$ cat src/rtl/crtc_timing.sv
// MC6845/6545-style beam timing for the PET CRTC: turns the live register file
// into char_ce, MA, RA, display enable and active-high syncs (no interlace, cursor or light pen).
module crtc_timing #(
  parameter int CLKS_PER_CHAR = 16
) (
  input  logic        clk16,
  input  logic        res_b,
  input  logic [7:0]  r0_h_total,
  input  logic [7:0]  r1_h_displayed,
  input  logic [7:0]  r2_h_sync_pos,
  input  logic [7:0]  r3_sync_width,
  input  logic [6:0]  r4_v_total,
  input  logic [4:0]  r5_v_adjust,
  input  logic [6:0]  r6_v_displayed,
  input  logic [6:0]  r7_v_sync_pos,
  input  logic [4:0]  r9_max_scan,
  input  logic [13:0] r12_r13_start,
  output logic        char_ce,
  output logic [13:0] ma,
  output logic [4:0]  ra,
  output logic        de,
  output logic        hsync,
  output logic        vsync
);

  localparam int DIV_W = (CLKS_PER_CHAR > 1) ? $clog2(CLKS_PER_CHAR) : 1;
  localparam logic [DIV_W-1:0] DIV_MAX = DIV_W'(CLKS_PER_CHAR - 1);

  typedef enum logic {V_NORMAL = 1'b0, V_ADJUST = 1'b1} v_state_t;

  logic [DIV_W-1:0] div;
  logic             ce;
  logic             frame_pending;
  v_state_t         state, state_nx;
  logic [7:0]       h_count, h_count_nx;
  logic [4:0]       ra_cnt, ra_cnt_nx;
  logic [6:0]       row, row_nx;
  logic [13:0]      ma_row, ma_row_nx;
  logic [3:0]       hs_cnt, hs_cnt_nx;
  logic [4:0]       vs_cnt, vs_cnt_nx;
  logic             line_end, frame_end;
  logic [13:0]      ma_nx;
  logic             de_nx;

  assign ce = (div == DIV_MAX);

  // Next counter state for the coming character; outputs are registered from it
  // so they change in the same cycle that char_ce is high.
  always_comb begin
    state_nx   = state;
    h_count_nx = h_count + 8'd1;
    ra_cnt_nx  = ra_cnt;
    row_nx     = row;
    ma_row_nx  = ma_row;
    line_end   = 1'b0;
    frame_end  = 1'b0;

    if (frame_pending) begin
      h_count_nx = 8'd0;
      line_end   = 1'b1;
      frame_end  = 1'b1;
    end else if (h_count == r0_h_total) begin
      h_count_nx = 8'd0;
      line_end   = 1'b1;
      case (state)
        V_NORMAL: begin
          if (ra_cnt != r9_max_scan) begin
            ra_cnt_nx = ra_cnt + 5'd1;
          end else begin
            ra_cnt_nx = 5'd0;
            row_nx    = row + 7'd1;
            ma_row_nx = ma_row + {6'd0, r1_h_displayed};
            if (row == r4_v_total) begin
              if (r5_v_adjust != 5'd0) state_nx = V_ADJUST;
              else                     frame_end = 1'b1;
            end
          end
        end
        default: begin
          if (ra_cnt == r5_v_adjust - 5'd1) frame_end = 1'b1;
          else                              ra_cnt_nx = ra_cnt + 5'd1;
        end
      endcase
    end

    if (frame_end) begin
      state_nx  = V_NORMAL;
      row_nx    = 7'd0;
      ra_cnt_nx = 5'd0;
      ma_row_nx = r12_r13_start;
    end

    hs_cnt_nx = (hs_cnt != 4'd0) ? hs_cnt - 4'd1 : 4'd0;
    if (h_count_nx == r2_h_sync_pos && r3_sync_width[3:0] != 4'd0)
      hs_cnt_nx = r3_sync_width[3:0];

    // Vsync is judged after any frame end, so a row-0 sync position fires at frame start.
    vs_cnt_nx = vs_cnt;
    if (line_end && vs_cnt != 5'd0) vs_cnt_nx = vs_cnt - 5'd1;
    if (line_end && state_nx == V_NORMAL && row_nx == r7_v_sync_pos && ra_cnt_nx == 5'd0)
      vs_cnt_nx = (r3_sync_width[7:4] == 4'd0) ? 5'd16 : {1'b0, r3_sync_width[7:4]};

    ma_nx = ma_row_nx + {6'd0, h_count_nx};
    de_nx = (h_count_nx < r1_h_displayed) && (row_nx < r6_v_displayed) && (state_nx == V_NORMAL);
  end

  always_ff @(posedge clk16 or negedge res_b) begin
    if (!res_b) begin
      div           <= '0;
      char_ce       <= 1'b0;
      frame_pending <= 1'b1;
      state         <= V_NORMAL;
      h_count       <= 8'd0;
      ra_cnt        <= 5'd0;
      row           <= 7'd0;
      ma_row        <= 14'd0;
      hs_cnt        <= 4'd0;
      vs_cnt        <= 5'd0;
      ma            <= 14'd0;
      ra            <= 5'd0;
      de            <= 1'b0;
      hsync         <= 1'b0;
      vsync         <= 1'b0;
    end else begin
      div     <= ce ? '0 : div + DIV_W'(1);
      char_ce <= ce;
      if (ce) begin
        frame_pending <= 1'b0;
        state         <= state_nx;
        h_count       <= h_count_nx;
        ra_cnt        <= ra_cnt_nx;
        row           <= row_nx;
        ma_row        <= ma_row_nx;
        hs_cnt        <= hs_cnt_nx;
        vs_cnt        <= vs_cnt_nx;
        ma            <= ma_nx;
        ra            <= ra_cnt_nx;
        de            <= de_nx;
        hsync         <= (hs_cnt_nx != 4'd0);
        vsync         <= (vs_cnt_nx != 5'd0);
      end
    end
  end

endmodule

$ cat config.mk
export PLATFORM = sky130hd
export DESIGN_NAME = crtc_timing
export DESIGN_NICKNAME = d
export VERILOG_FILES = /design/src/rtl/crtc_timing.sv
export SDC_FILE = /design/constraint.sdc
export NUM_CORES = 1
export LEC_CHECK = 0
export CAP_MARGIN = 10
export CORE_MARGIN = 10
export CORE_UTILIZATION = 54
export CTS_CLUSTER_SIZE = 24
export DETAILED_ROUTE_END_ITERATION = 16
export PLACE_DENSITY = 0.9
export SLEW_MARGIN = 10
export SYNTH_ARGS = -nofsm -noshare
export SYNTH_HDL_FRONTEND = slang
export SYNTH_SLANG_ARGS = --single-unit
$ cat constraint.sdc
create_clock -name clk16 -period 5.54 [get_ports clk16]
set_input_delay 1.108 -clock clk16 [delete_from_list [all_inputs] [get_ports clk16]]
set_output_delay 1.108 -clock clk16 [all_outputs]
set_load 0.02 [all_outputs]
==> report_table.html <==
<table>
<tr><th>Metric</th><th>Value</th></tr>
<tr><th colspan="2">Routing</th></tr>
<tr><td>DRT antenna net count</td><td>0</td></tr>
<tr><td>Total vias in the final route</td><td>5,657</td></tr>
<tr><td>Residual DRC</td><td>0</td></tr>
<tr><td>Initial DRC Count</td><td>between 400 and 500</td></tr>
<tr><td>Via-per-instance ratio</td><td>approximately 6.2</td></tr>
<tr><td>Final Routed Wirelength</td><td>about 17,000 µm</td></tr>
<tr><td>Iteration count of the initial detailed-routing pass</td><td>5</td></tr>
<tr><td>Average wire per cell in the routed design</td><td>around 19 µm</td></tr>
<tr><th colspan="2">Min path</th></tr>
<tr><td>Cell depth of the worst min-delay path</td><td>2</td></tr>
<tr><td>Launch point of the worst hold path</td><td>ma[13]</td></tr>
<tr><td>Hold-critical path endpoint</td><td>ma[13]</td></tr>
<tr><td>Class of the tightest hold or removal check</td><td>flop to flop</td></tr>
<tr><th colspan="2">Critical path</th></tr>
<tr><td>Startpoint type of the worst setup path</td><td>primary input</td></tr>
<tr><td>Reg2Reg Launch Point</td><td>ra_cnt[2]</td></tr>
<tr><td>Data required time at the worst endpoint</td><td>roughly 5.8 ns</td></tr>
<tr><td>Critical path peak fanout</td><td>3</td></tr>
<tr><td>Data arrival time of the worst path</td><td>5.54 ns</td></tr>
<tr><td>Depth of the most critical reg-to-reg path</td><td>21</td></tr>
<tr><td>Category of the critical setup timing path</td><td>primary input to flop</td></tr>
<tr><td>Setup crit end kind</td><td>flop</td></tr>
<tr><td>Worst reg2reg setup slack</td><td>0.99 ns</td></tr>
<tr><td>Reg-to-Reg End</td><td>ma[10]</td></tr>
<tr><th colspan="2">Finish</th></tr>
<tr><td>Count of placed standard cells in the final layout, fillers left out</td><td>slightly above 900</td></tr>
<tr><td>Fraction of final layout cells with drive strength greater than 1</td><td>between 10% and 20%</td></tr>
<tr><td>Area Growth Syn to Fin</td><td>28.4%</td></tr>
<tr><td># diodes</td><td>0</td></tr>
<tr><td>Fraction of the core area covered by cells at the end of the flow</td><td>a little under three quarters</td></tr>
<tr><td>Final cell area excluding filler cells</td><td>7020 µm²</td></tr>
<tr><td>Filler instances</td><td>around 760</td></tr>
<tr><td>Layout net count</td><td>around 900</td></tr>
<tr><th colspan="2">Place</th></tr>
<tr><td>Area after detailed placement</td><td>roughly 6800 µm²</td></tr>
<tr><td>Count of buffers inserted at the top-level ports</td><td>101</td></tr>
<tr><td>Worst setup slack before clock tree synthesis</td><td>-0.240 ns</td></tr>
<tr><td>Last weighted congestion value of the routability-driven placer</td><td>0.924</td></tr>
<tr><td>Placed cell count</td><td>898</td></tr>
<tr><td>HPWL after detailed placement</td><td>roughly 12,000 µm</td></tr>
<tr><th colspan="2">Synthesis</th></tr>
<tr><td>Yosys warning total</td><td>0</td></tr>
<tr><td>Share of the yosys chip area belonging to registers</td><td>30.7%</td></tr>
<tr><td>Async S/R FF share, synth</td><td>100%</td></tr>
<tr><td>Multiplexer fraction of the synthesized cell area</td><td>about 1.9%</td></tr>
<tr><td>Netlist cell types</td><td>~70</td></tr>
<tr><td>Simple-gate portion of the synthesized area</td><td>between 20% and 30%</td></tr>
<tr><td>Arithmetic-cell share of the synthesized area counting full adders, half adders and majority gates</td><td>under 10%</td></tr>
<tr><td>XOR/XNOR share of the synthesized area</td><td>roughly 11%</td></tr>
<tr><td>Post-synth net total</td><td>between 700 and 800</td></tr>
<tr><td>Compound-gate portion of the synthesized area</td><td>20.5%</td></tr>
<tr><td>Synthesized netlist cell count</td><td>~660</td></tr>
<tr><td>Average instance area after synthesis</td><td>approximately 8.3 µm²</td></tr>
<tr><td>Largest family of logic cells by synthesized area</td><td>simple AND/OR/NAND/NOR gates</td></tr>
<tr><td>Top_reg_cell synth</td><td>dfrtp_1</td></tr>
<tr><td>Number of storage elements in the synthesis netlist</td><td>67</td></tr>
<tr><td>Total standard cell area after synthesis</td><td>between 5000 and 6000 µm²</td></tr>
<tr><td>Number of synthesized flops with an enable pin</td><td>0</td></tr>
<tr><th colspan="2">STA</th></tr>
<tr><td>Setup Total Neg Slack</td><td>0 ns</td></tr>
<tr><td>Fmax</td><td>190 MHz</td></tr>
<tr><td>Minimum clock period after layout</td><td>around 5.3 ns</td></tr>
<tr><td>Final critical-path setup slack</td><td>around 0.29 ns</td></tr>
<tr><td>Worst Skew</td><td>0.0103 ns</td></tr>
<tr><td>Final hold violations</td><td>0</td></tr>
<tr><td>Number of max-slew violations in the final report</td><td>0</td></tr>
<tr><td>Setup-violating endpoint count in the final report</td><td>0</td></tr>
<tr><td>Final worst-path cycle share</td><td>between 90% and 100%</td></tr>
<tr><td>Headroom to the max-slew limit</td><td>about 41%</td></tr>
<tr><td>Pin slew with the least headroom to its limit</td><td>roughly 0.88 ns</td></tr>
<tr><td>Min Hold Slack</td><td>0.482 ns</td></tr>
<tr><th colspan="2">GRT</th></tr>
<tr><td>Tot GR Track Use</td><td>between 20% and 30%</td></tr>
<tr><td>Global-route wire length before repair</td><td>28,100 µm</td></tr>
<tr><td>Largest net degree at the start of global routing</td><td>87</td></tr>
<tr><td>Vias in the first global route</td><td>around 5.7k</td></tr>
<tr><td>Initial antenna violation count</td><td>0</td></tr>
<tr><td>Residual overflow from global routing</td><td>0</td></tr>
<tr><th colspan="2">Floorplan</th></tr>
<tr><td>Number of standard-cell rows in the floorplan</td><td>36</td></tr>
<tr><td>Total I/O pin count</td><td>102</td></tr>
<tr><td>Overall die width</td><td>about 120 µm</td></tr>
<tr><td>Die H</td><td>121 µm</td></tr>
<tr><td>Core ar.</td><td>around 9800 µm²</td></tr>
<tr><td>Total Die Area</td><td>~15,000 µm²</td></tr>
<tr><td>Starting density of the core</td><td>55.7%</td></tr>
<tr><th colspan="2">Pwr</th></tr>
<tr><td>Power per cell area</td><td>between 150 and 200 nW/µm²</td></tr>
<tr><td>Total power consumption of the routed design</td><td>~1.1 mW</td></tr>
<tr><td>IR Drop Worst-Case VDD</td><td>roughly 0.00014 V</td></tr>
<tr><td>Static leakage power</td><td>3.02 nW</td></tr>
<tr><th colspan="2">CTS</th></tr>
<tr><td>Bufs on Longest Clock Path</td><td>2</td></tr>
<tr><td>Clock latency on the worst-skew pair</td><td>0.35 ns</td></tr>
<tr><td>Post-CTS setup repair buffer count</td><td>0</td></tr>
<tr><td>Buffer type at the clock tree root</td><td>clkbuf_8</td></tr>
<tr><td>Clock slew at reported path FFs</td><td>about 0.080 ns</td></tr>
<tr><td>Clock tree from TritonCTS</td><td>built</td></tr>
<tr><td>Hold-fix buffer count after cts</td><td>0</td></tr>
<tr><td>Number of buffers created by CTS</td><td>9</td></tr>
<tr><td>Sinks on Clock Net</td><td>67</td></tr>
<tr><td>Maximum level of the CTS H-tree</td><td>3</td></tr>
<tr><th colspan="2">Run status</th></tr>
<tr><td>Result of the run</td><td>finished, final reports clean</td></tr>
<tr><th colspan="2">Flow run</th></tr>
<tr><td>Number of maximum-capacitance constraint violations</td><td>0</td></tr>
</table>
report_power, final:
group	internal, mW	switching [mW]
registers	0.490	0.00123
logic	0.0869	0.0700
clock network	0.223	0.206
total	0.799	0.277
cell families after synthesis:
logic type,Yosys count
XOR/XNOR,62
flip-flops,67
multiplexers,10
AO/OA/AOI/OAI,162
AND/OR/NAND/NOR,254
buffers and inverters,67
adder cells (fa/ha/maj),37
repair_timing:
item	in CTS	in global routing
endpoints found under the hold margin	0	0
endpoints found under the setup margin	0	5
resized for setup	0	11
flip-flops by register name, indices dropped and copies added, names as in the netlist:
name	cells
char_ce	1
de	1
div	4
frame_pending	1
h_count	8
hs_cnt	4
hsync	1
ma	14
ma_row	14
ra_cnt	5
row	7
state	1
vs_cnt	5
vsync	1
cells in the mapped netlist (6+ instances only):
cell / count / area (µm²)
inv_1: 38 / 143
o21ai_0: 51 / 255
a21o_1: 6 / 45.0
clkbuf_1: 21 / 78.8
nor2_1: 48 / 180
dfrtp_1: 66 / 1650
mux2i_1: 7 / 70.1
o22ai_1: 6 / 37.5
and3_1: 6 / 37.5
a31oi_1: 13 / 81.3
o31ai_1: 11 / 82.6
xor2_1: 19 / 166
xnor2_1: 37 / 324
nand2_1: 107 / 402
a21oi_1: 16 / 80.1
nand3_1: 25 / 125
nor3_1: 15 / 75.1
nand4_1: 14 / 87.6
ha_1: 35 / 438
o21a_1: 7 / 52.6
or4_1: 6 / 45.0
placed cells by master (no fill, tap or decap), types with 5 or more instances in the layout:
master,n
a21o_1,6
a21oi_1,16
a31oi_1,12
and3_1,6
buf_4,34
clkbuf_8,10
clkdlybuf4s50_1,100
dfrtp_1,66
ha_1,34
inv_1,38
mux2i_1,6
nand2_1,107
nand2b_1,5
nand3_1,24
nand4_1,14
nor2_1,48
nor3_1,15
o21a_1,7
o21ai_0,49
o22ai_1,6
o31ai_1,11
or4_1,6
xnor2_1,37
xnor2_2,5
xor2_1,19
area by class of cell:
class	count	area, µm²	area share, %
Timing Repair Buffer	135	1260	18.0
Multi-Input combinational cell	525	3570	50.9
Sequential cell	67	1680	23.9
Clock buffer	11	141	2.01
Tap cell	133	166	2.37
Clock inverter	5	61.3	0.873
Inverter	38	143	2.03
critical path: stages:
cell and delay [ns]:
clkdlybuf4s50_1 0.49, inv_1 0.05, ha_1 0.22, xor2_1 0.18, o221ai_1 0.13, mux2_2 0.31, a221oi_2 0.30, buf_4 0.16
or2_2 0.14, buf_4 0.15, mux2i_4 0.28, inv_1 0.07, ha_1 0.27, a21o_1 0.11, a21oi_1 0.07, o21ai_0 0.15
a21oi_1 0.11, o21ai_0 0.16, a21oi_1 0.13, a211o_1 0.34, or4_1 0.49, nand3_1 0.09
worst max path at each step:
stage,from,end,depth (start not counted)
floorplan,r5_v_adjust[0],ma[12],23
global placement,r5_v_adjust[0],ma[10],24
detailed placement,r5_v_adjust[0],ma[10],24
CTS,r5_v_adjust[0],ma[10],24
global route,r5_v_adjust[0],ma[10],24
finish,r5_v_adjust[0],ma[13],22
layer usage:
metal,part of all wire [%],routed length (µm),vias to the layer above,GRT usage [%]
li1,-,-,2591,-
met3,7.9,1340,65,4.70
met1,42,7060,2641,29.1
met4,3.3,556,0,9.88
met5,0,0,-,0
met2,47,7980,360,37.9
(Power assumes the default switching activity.)
